==> config.mk <==
export PLATFORM = sky130hd
export DESIGN_NAME = execute
export DESIGN_NICKNAME = d
export VERILOG_FILES = /design/src/rtl/mips_pkg.sv /design/src/rtl/mul_iter.sv /design/src/rtl/execute.sv
export SDC_FILE = /design/constraint.sdc
export NUM_CORES = 1
export LEC_CHECK = 0
export CAP_MARGIN = 25
export CORE_ASPECT_RATIO = 1.5
export CORE_MARGIN = 2
export CORE_UTILIZATION = 43
export DETAILED_ROUTE_END_ITERATION = 10
export SYNTH_ARGS = -nofsm -noshare
export SYNTH_HDL_FRONTEND = slang
export SYNTH_SLANG_ARGS = --single-unit
==> constraint.sdc <==
create_clock -name clk -period 11.1 [get_ports clk]
set_clock_uncertainty 0.15 [all_clocks]
set_input_delay 2.22 -clock clk [delete_from_list [all_inputs] [get_ports clk]]
set_output_delay 2.22 -clock clk [all_outputs]
set_load 0.02 [all_outputs]
==> src/rtl/mips_pkg.sv <==
// Shared encodings for the MIPS pipeline: ALU ops, branch ops, the multiplier
// FSM states and the ID/EX pipeline register layout.
package mips_pkg;

    localparam int unsigned WIDTH = 32;

    localparam logic [3:0] ALU_AND  = 4'b0000;
    localparam logic [3:0] ALU_OR   = 4'b0001;
    localparam logic [3:0] ALU_ADD  = 4'b0010;
    localparam logic [3:0] ALU_XOR  = 4'b0011;
    localparam logic [3:0] ALU_NOR  = 4'b0100;
    localparam logic [3:0] ALU_SLL  = 4'b0101;
    localparam logic [3:0] ALU_SRL  = 4'b0110;
    localparam logic [3:0] ALU_SRA  = 4'b0111;
    localparam logic [3:0] ALU_SLTU = 4'b1000;
    localparam logic [3:0] ALU_SUB  = 4'b1010;
    localparam logic [3:0] ALU_SLT  = 4'b1011;
    localparam logic [3:0] ALU_LUI  = 4'b1100;
    localparam logic [3:0] ALU_MUL  = 4'b1101;

    localparam logic [2:0] BP_NONE = 3'b000;
    localparam logic [2:0] BP_BEQ  = 3'b001;
    localparam logic [2:0] BP_BNE  = 3'b010;
    localparam logic [2:0] BP_BLEZ = 3'b011;
    localparam logic [2:0] BP_BGTZ = 3'b100;
    localparam logic [2:0] BP_BLTZ = 3'b101;
    localparam logic [2:0] BP_BGEZ = 3'b110;
    localparam logic [2:0] BP_JR   = 3'b111;

    localparam logic [4:0] REG_RA = 5'd31;

    localparam logic [1:0] MUL_IDLE = 2'd0;
    localparam logic [1:0] MUL_BUSY = 2'd1;
    localparam logic [1:0] MUL_DONE = 2'd2;

    typedef struct packed {
        logic        valid;
        logic [31:0] pcplus4;
        logic [31:0] rs_data;
        logic [31:0] rt_data;
        logic [15:0] imm;
        logic [4:0]  rt;
        logic [4:0]  rd;
        logic [3:0]  alu_ctl;
        logic [2:0]  bp_ctl;
        logic        reg_write;
        logic        reg_dst;
        logic        alu_src;
        logic        mem_write;
        logic        mem_to_reg;
        logic        link;
    } idex_t;

    // Logical ops take a zero-extended immediate, everything else sign-extends.
    function automatic logic [31:0] extend_imm(input logic [15:0] imm, input logic [3:0] alu_ctl);
        if (alu_ctl == ALU_AND || alu_ctl == ALU_OR || alu_ctl == ALU_XOR)
            return {16'h0000, imm};
        else
            return {{16{imm[15]}}, imm};
    endfunction

endpackage

==> src/rtl/mul_iter.sv <==
// Iterative 32x32 shift-add multiplier (low 32 bits), one bit per cycle.
module mul_iter
    import mips_pkg::*;
(
    input  logic        clk,
    input  logic        rst,
    input  logic        start,
    input  logic        advance,
    input  logic [31:0] a,
    input  logic [31:0] b,
    output logic        busy,
    output logic        done,
    output logic [31:0] product
);

    logic [1:0]  state;
    logic [4:0]  count;
    logic [31:0] acc;
    logic [31:0] mcand;
    logic [31:0] mplier;

    // FSM, iteration counter and shift-add datapath
    always_ff @(posedge clk or posedge rst) begin
        if (rst) begin
            state  <= MUL_IDLE;
            count  <= '0;
            acc    <= '0;
            mcand  <= '0;
            mplier <= '0;
        end else begin
            case (state)
                MUL_IDLE: begin
                    if (start) begin
                        mcand  <= a;
                        mplier <= b;
                        acc    <= '0;
                        count  <= '0;
                        state  <= MUL_BUSY;
                    end
                end
                MUL_BUSY: begin
                    if (mplier[0])
                        acc <= acc + mcand;
                    mcand  <= mcand << 1;
                    mplier <= mplier >> 1;
                    count  <= count + 5'd1;
                    if (count == 5'd31)
                        state <= MUL_DONE;
                end
                MUL_DONE: begin
                    if (advance)
                        state <= MUL_IDLE;
                end
                default: state <= MUL_IDLE;
            endcase
        end
    end

    // Busy asserts in the start cycle too, so the stage freezes immediately.
    always_comb begin
        busy    = (state == MUL_BUSY) || (state == MUL_IDLE && start);
        done    = (state == MUL_DONE);
        product = acc;
    end

endmodule

==> src/rtl/execute.sv <==
// EX stage: ID/EX register, ALU, branch/JR resolution and iterative multiply.
module execute
    import mips_pkg::*;
#(
    parameter int WIDTH = 32
) (
    input  logic             clk,
    input  logic             reset,
    input  logic             AnyStall,
    input  logic             Valid_ID,
    input  logic [WIDTH-1:0] PcPlus4_ID,
    input  logic [WIDTH-1:0] RsData_ID,
    input  logic [WIDTH-1:0] RtData_ID,
    input  logic [15:0]      Imm_ID,
    input  logic [4:0]       Rt_ID,
    input  logic [4:0]       Rd_ID,
    input  logic [3:0]       AluControl_ID,
    input  logic [2:0]       BpCtl_ID,
    input  logic             RegWrite_ID,
    input  logic             RegDst_ID,
    input  logic             AluSrc_ID,
    input  logic             MemWrite_ID,
    input  logic             MemToReg_ID,
    input  logic             Link_ID,
    output logic [WIDTH-1:0] Result_EX,
    output logic [WIDTH-1:0] StoreData_EX,
    output logic [4:0]       DestReg_EX,
    output logic             Valid_EX,
    output logic             RegWrite_EX,
    output logic             MemWrite_EX,
    output logic             MemToReg_EX,
    output logic             BranchTaken_EX,
    output logic [WIDTH-1:0] RedirectPc_EX,
    output logic             MulBusy_EX
);

    idex_t       ex;
    logic [31:0] imm_ext;
    logic [31:0] opb;
    logic [31:0] alu_res;
    logic [4:0]  shamt;
    logic        cond;
    logic        mul_start;
    logic        mul_busy;
    logic        mul_done;
    logic [31:0] mul_product;

    // ID/EX pipeline register: hold on stall/multiply, squash after a redirect
    always_ff @(posedge clk or posedge reset) begin
        if (reset) begin
            ex <= '0;
        end else if (AnyStall || mul_busy) begin
            ex <= ex;
        end else if (BranchTaken_EX) begin
            ex <= '0;
        end else begin
            ex.valid      <= Valid_ID;
            ex.pcplus4    <= PcPlus4_ID;
            ex.rs_data    <= RsData_ID;
            ex.rt_data    <= RtData_ID;
            ex.imm        <= Imm_ID;
            ex.rt         <= Rt_ID;
            ex.rd         <= Rd_ID;
            ex.alu_ctl    <= AluControl_ID;
            ex.bp_ctl     <= BpCtl_ID;
            ex.reg_write  <= RegWrite_ID;
            ex.reg_dst    <= RegDst_ID;
            ex.alu_src    <= AluSrc_ID;
            ex.mem_write  <= MemWrite_ID;
            ex.mem_to_reg <= MemToReg_ID;
            ex.link       <= Link_ID;
        end
    end

    assign mul_start = ex.valid && (ex.alu_ctl == ALU_MUL);

    mul_iter u_mul (
        .clk     (clk),
        .rst     (reset),
        .start   (mul_start),
        .advance (!AnyStall),
        .a       (ex.rs_data),
        .b       (opb),
        .busy    (mul_busy),
        .done    (mul_done),
        .product (mul_product)
    );

    // ALU: operand select and op decode
    always_comb begin
        imm_ext = extend_imm(ex.imm, ex.alu_ctl);
        opb     = ex.alu_src ? imm_ext : ex.rt_data;
        shamt   = ex.imm[10:6];
        alu_res = '0;
        case (ex.alu_ctl)
            ALU_AND:  alu_res = ex.rs_data & opb;
            ALU_OR:   alu_res = ex.rs_data | opb;
            ALU_ADD:  alu_res = ex.rs_data + opb;
            ALU_XOR:  alu_res = ex.rs_data ^ opb;
            ALU_NOR:  alu_res = ~(ex.rs_data | opb);
            ALU_SLL:  alu_res = ex.rt_data << shamt;
            ALU_SRL:  alu_res = ex.rt_data >> shamt;
            ALU_SRA:  alu_res = $unsigned($signed(ex.rt_data) >>> shamt);
            ALU_SLTU: alu_res = {31'd0, (ex.rs_data < opb)};
            ALU_SUB:  alu_res = ex.rs_data - opb;
            ALU_SLT:  alu_res = {31'd0, ($signed(ex.rs_data) < $signed(opb))};
            ALU_LUI:  alu_res = {ex.imm, 16'h0000};
            ALU_MUL:  alu_res = mul_done ? mul_product : '0;
            default:  alu_res = '0;
        endcase
    end

    // Branch condition evaluation (signed compares on Rs)
    always_comb begin
        cond = 1'b0;
        case (ex.bp_ctl)
            BP_BEQ:  cond = (ex.rs_data == ex.rt_data);
            BP_BNE:  cond = (ex.rs_data != ex.rt_data);
            BP_BLEZ: cond = ($signed(ex.rs_data) <= 0);
            BP_BGTZ: cond = ($signed(ex.rs_data) > 0);
            BP_BLTZ: cond = ex.rs_data[31];
            BP_BGEZ: cond = !ex.rs_data[31];
            BP_JR:   cond = 1'b1;
            default: cond = 1'b0;
        endcase
    end

    // Output qualification, destination select and redirect target
    always_comb begin
        Result_EX      = ex.link ? (ex.pcplus4 + 32'd4) : alu_res;
        StoreData_EX   = ex.rt_data;
        DestReg_EX     = ex.link ? REG_RA : (ex.reg_dst ? ex.rd : ex.rt);
        Valid_EX       = ex.valid;
        RegWrite_EX    = ex.valid && ex.reg_write;
        MemWrite_EX    = ex.valid && ex.mem_write;
        MemToReg_EX    = ex.valid && ex.mem_to_reg;
        BranchTaken_EX = ex.valid && cond;
        RedirectPc_EX  = (ex.bp_ctl == BP_JR) ? ex.rs_data
                       : ex.pcplus4 + {{14{ex.imm[15]}}, ex.imm, 2'b00};
        MulBusy_EX     = mul_busy;
    end

endmodule

==> metrics.md <==
| Metric | Value |
|---|---|
| Number of vias in the routed layout | `25620` |
| YS warnings | `0` |
| Post-synthesis register bit count | `239` |
| Worst hold margin | `0.3192 ns` |
| Min Tclk post-route | `8.943 ns` |
| Post-Syn Nets | `3421` |
| Setup TNS | `0 ns` |
| Crit path kind | `reg -> out` |
| Clock-pin slew on the worst setup and hold paths | `0.08 ns` |
| Initial antenna violation count | `9` |
| Total track usage | `39.75%` |
| Max Root-Sink Buffers | `3` |
| Pre-CTS setup slack | `2.989 ns` |
| Num CTS Buffers | `28` |
| Via-to-Cell Ratio | `6.550` |
| Final Cycle Share | `80.56%` |
| Highest clock rate | `0.1118 GHz` |
| DR iter-0 viols | `2818` |
| Final WS setup | `2.157 ns` |
| Post-synth ARST share | `100.0%` |
| Number of synthesized flops with an enable pin | `0` |
| Synthesized area | `0.02375 mm²` |
| Worst Max-Slew Pin Slew | `1.211 ns` |
| Wire length per cell | `29.68 µm` |
| Die W | `195.9 µm` |
| Initial Util | `43.45%` |
| Area growth from synthesis to layout | `15.74%` |
| Critical path arrival | `6.57 ns` |
| Total gr overflow | `0` |
| Startpoint Class | `register` |
| CP peak stage delay | `0.79 ns` |
| Slowest cell on crit path | `dfrtp_1` |
| CTS root buf | `clkbuf_16` |
| Final Wtd Congestion | `1.048` |
| Top post-synthesis cells by area | `dfrtp_1, ha_1, nand2_1, o21ai_0, a21oi_1` |
| Average size of a mapped cell | `7.616 µm²` |
| RSZ-0062 raised after global routing | `false` |
| Setup Fix Bufs, Post-CTS | `0` |
| Cells along the critical path | `nand2b_1 > nand2_1 > nand2_1 > nand2_1 > o21ai_0 > ha_1 > or3_1 > nor2_1 > and4_1 > nand3_1 > a311oi_1 > a2111oi_1 > o21bai_1 > a21oi_1 > xnor2_1 > o221ai_1 > clkdlybuf4s50_1` |
| Detailed Place HPWL | `89400 µm` |
| CTS tree | `built` |
| Most used cell, CP | `nand2_1` |
| Hold Crit Class | `reg -> reg` |
| Core footprint | `0.05465 mm²` |
| I/O Buffers | `245` |
| Final setup violation count | `0` |
| Max-cap viol count | `0` |
| Die height | `291.8 µm` |
| I/O pin total | `246` |
| DR pass1 iterations | `6` |
| First-pass GRT wire length | `168400 µm` |
| Hold-fix buffers, CTS | `0` |
| Depth of the CTS H-tree | `1` |
| CP Data Required Time | `8.73 ns` |
| ANT nets after route | `0` |
| Cell taking the most area after synthesis | `dfrtp_1` |
| Critical Path Sink Type | `primary output` |
| Post-synth top area share | `25.18%` |
| CP max FO | `21` |
| Yosys cell types | `93` |
| Post-CTS sizing | `0` |
| DR DRC count | `0` |
| Register area share after synthesis | `25.18%` |
| Clk sinks | `239` |
| Row count | `105` |
| Synth Flop Type | `dfrtp_1` |
| Vias in the first global route | `24850` |
| Die area | `0.05716 mm²` |
| DRT Wirelength | `116100 µm` |
| Slew Limit Headroom | `19.03%` |
| Outcome | `completed` |
| Nets@finish | `3492` |
| Largest net degree at the start of global routing | `134` |
| Share of cells above drive strength 1 | `7.225%` |
| Syn Inst Count | `3118` |
| Slew Viols, Final | `0` |
| Worst-Skew Late Latency | `0.61 ns` |
| Final Hold Vio Count | `0` |
[state kept, by name, indices dropped and copies added, names as in the netlist]
signal         cells
Valid_EX           1
StoreData_EX      32
u_mul.product     32
u_mul.mcand       32
u_mul.state        2
u_mul.mplier      32
ex               103
u_mul.count        5
[cells by family (layout without fill, tap and decap cells)]
family	Yosys count	count (layout)	share of synthesized area, %
buffers and inverters	387	480	6.849
xor gates and xnor gates	123	123	4.536
and+or+nand+nor	1080	1080	20.14
other	0	5	0
adders and majority gates	164	164	8.767
muxes	143	143	8.541
DFF	239	239	25.18
AOI/OAI and AO/OA	982	982	25.99
[metal layers]
layer | part of all wire, % | GRT usage (%) | wire length [µm]
met5 | 0.037 | 0 | 43
met4 | 7.1 | 23.93 | 8296
met3 | 8.3 | 7.369 | 9592
met2 | 47 | 66.49 | 54360
met1 | 38 | 47.35 | 43780
[cell usage after synthesis, drive strengths merged, types with 53 or more instances]
cell type,count
o21ai,327
inv,111
a21oi,216
buf,83
ha,160
o22ai,68
nand2,533
nand3,74
mux2i,74
dfrtp,239
a21o,53
nor2,238
xnor2,84
clkbuf,189
[path summary, 6_finish.rpt]
path | cells past startpoint | endpoint | startpoint | slack, ns
min in group asynchronous | 2 | StoreData_EX[1]$_DFFE_PP0N_ | reset | 1.96
min reg2reg | 2 | u_mul.mplier[21]$_DFFE_PP0P_ | u_mul.mplier[22]$_DFFE_PP0P_ | 0.32
max in group asynchronous | 3 | u_mul.mcand[24]$_DFFE_PP0P_ | reset | 7.46
max | 17 | Result_EX[28] | ex[10]$_DFFE_PP0N_ | 2.16
min | 2 | u_mul.mplier[21]$_DFFE_PP0P_ | u_mul.mplier[22]$_DFFE_PP0P_ | 0.32
max reg2reg | 10 | ex[38]$_DFFE_PP0N_ | StoreData_EX[20]$_DFFE_PP0N_ | 6.64
[per-stage QoR]
step,std cells,instance area (µm²),utilization [%]
final,3911,27490,50.29
after detailed placement,3853,26470,48.44
after CTS,3905,27450,50.22
after global routing,3906,27470,50.27
after global placement,3849,26430,48.37
after floorplan,3118,23750,-
[cell usage in the layout, fill, tap and decap left out, types with 39 or more instances in the layout]
cell type / netlist / final
mux4_2: 45 / 45
xor2_1: 39 / 39
nand2_1: 533 / 533
a21o_1: 53 / 53
o21ai_0: 315 / 315
xnor2_1: 84 / 84
nand4_1: 41 / 41
mux2i_1: 74 / 74
nor2_1: 238 / 237
nand3_1: 73 / 72
buf_4: 36 / 63
a21oi_1: 215 / 214
inv_1: 111 / 110
a31oi_1: 47 / 47
o22ai_1: 68 / 68
ha_1: 160 / 160
dfrtp_1: 239 / 235
clkdlybuf4s50_1: 0 / 245
[cell type report]
cell class / count / area, µm²
repair buffers: 313 / 3004
clock buffers: 38 / 799.5
fillers: 5307 / 27170
clock inverters: 14 / 172.7
flip-flops and latches: 239 / 5991
well taps: 695 / 869.6
multi-input cells: 2492 / 16200
diodes: 5 / 12.51
inverters: 115 / 439.2
[critical path: cells and delay by family (launching register included)]
kind | cells | cell delay [ns]
AOI/OAI and AO/OA | 6 | 1.94
and+or+nand+nor | 8 | 1.70
DFF | 1 | 0.79
adders and majority gates | 1 | 0.77
buffers and inverters | 1 | 0.67
xor gates and xnor gates | 1 | 0.08
Power is not shown: default switching activity piles up to over one toggle a cycle in this logic, so the estimate is an artifact.
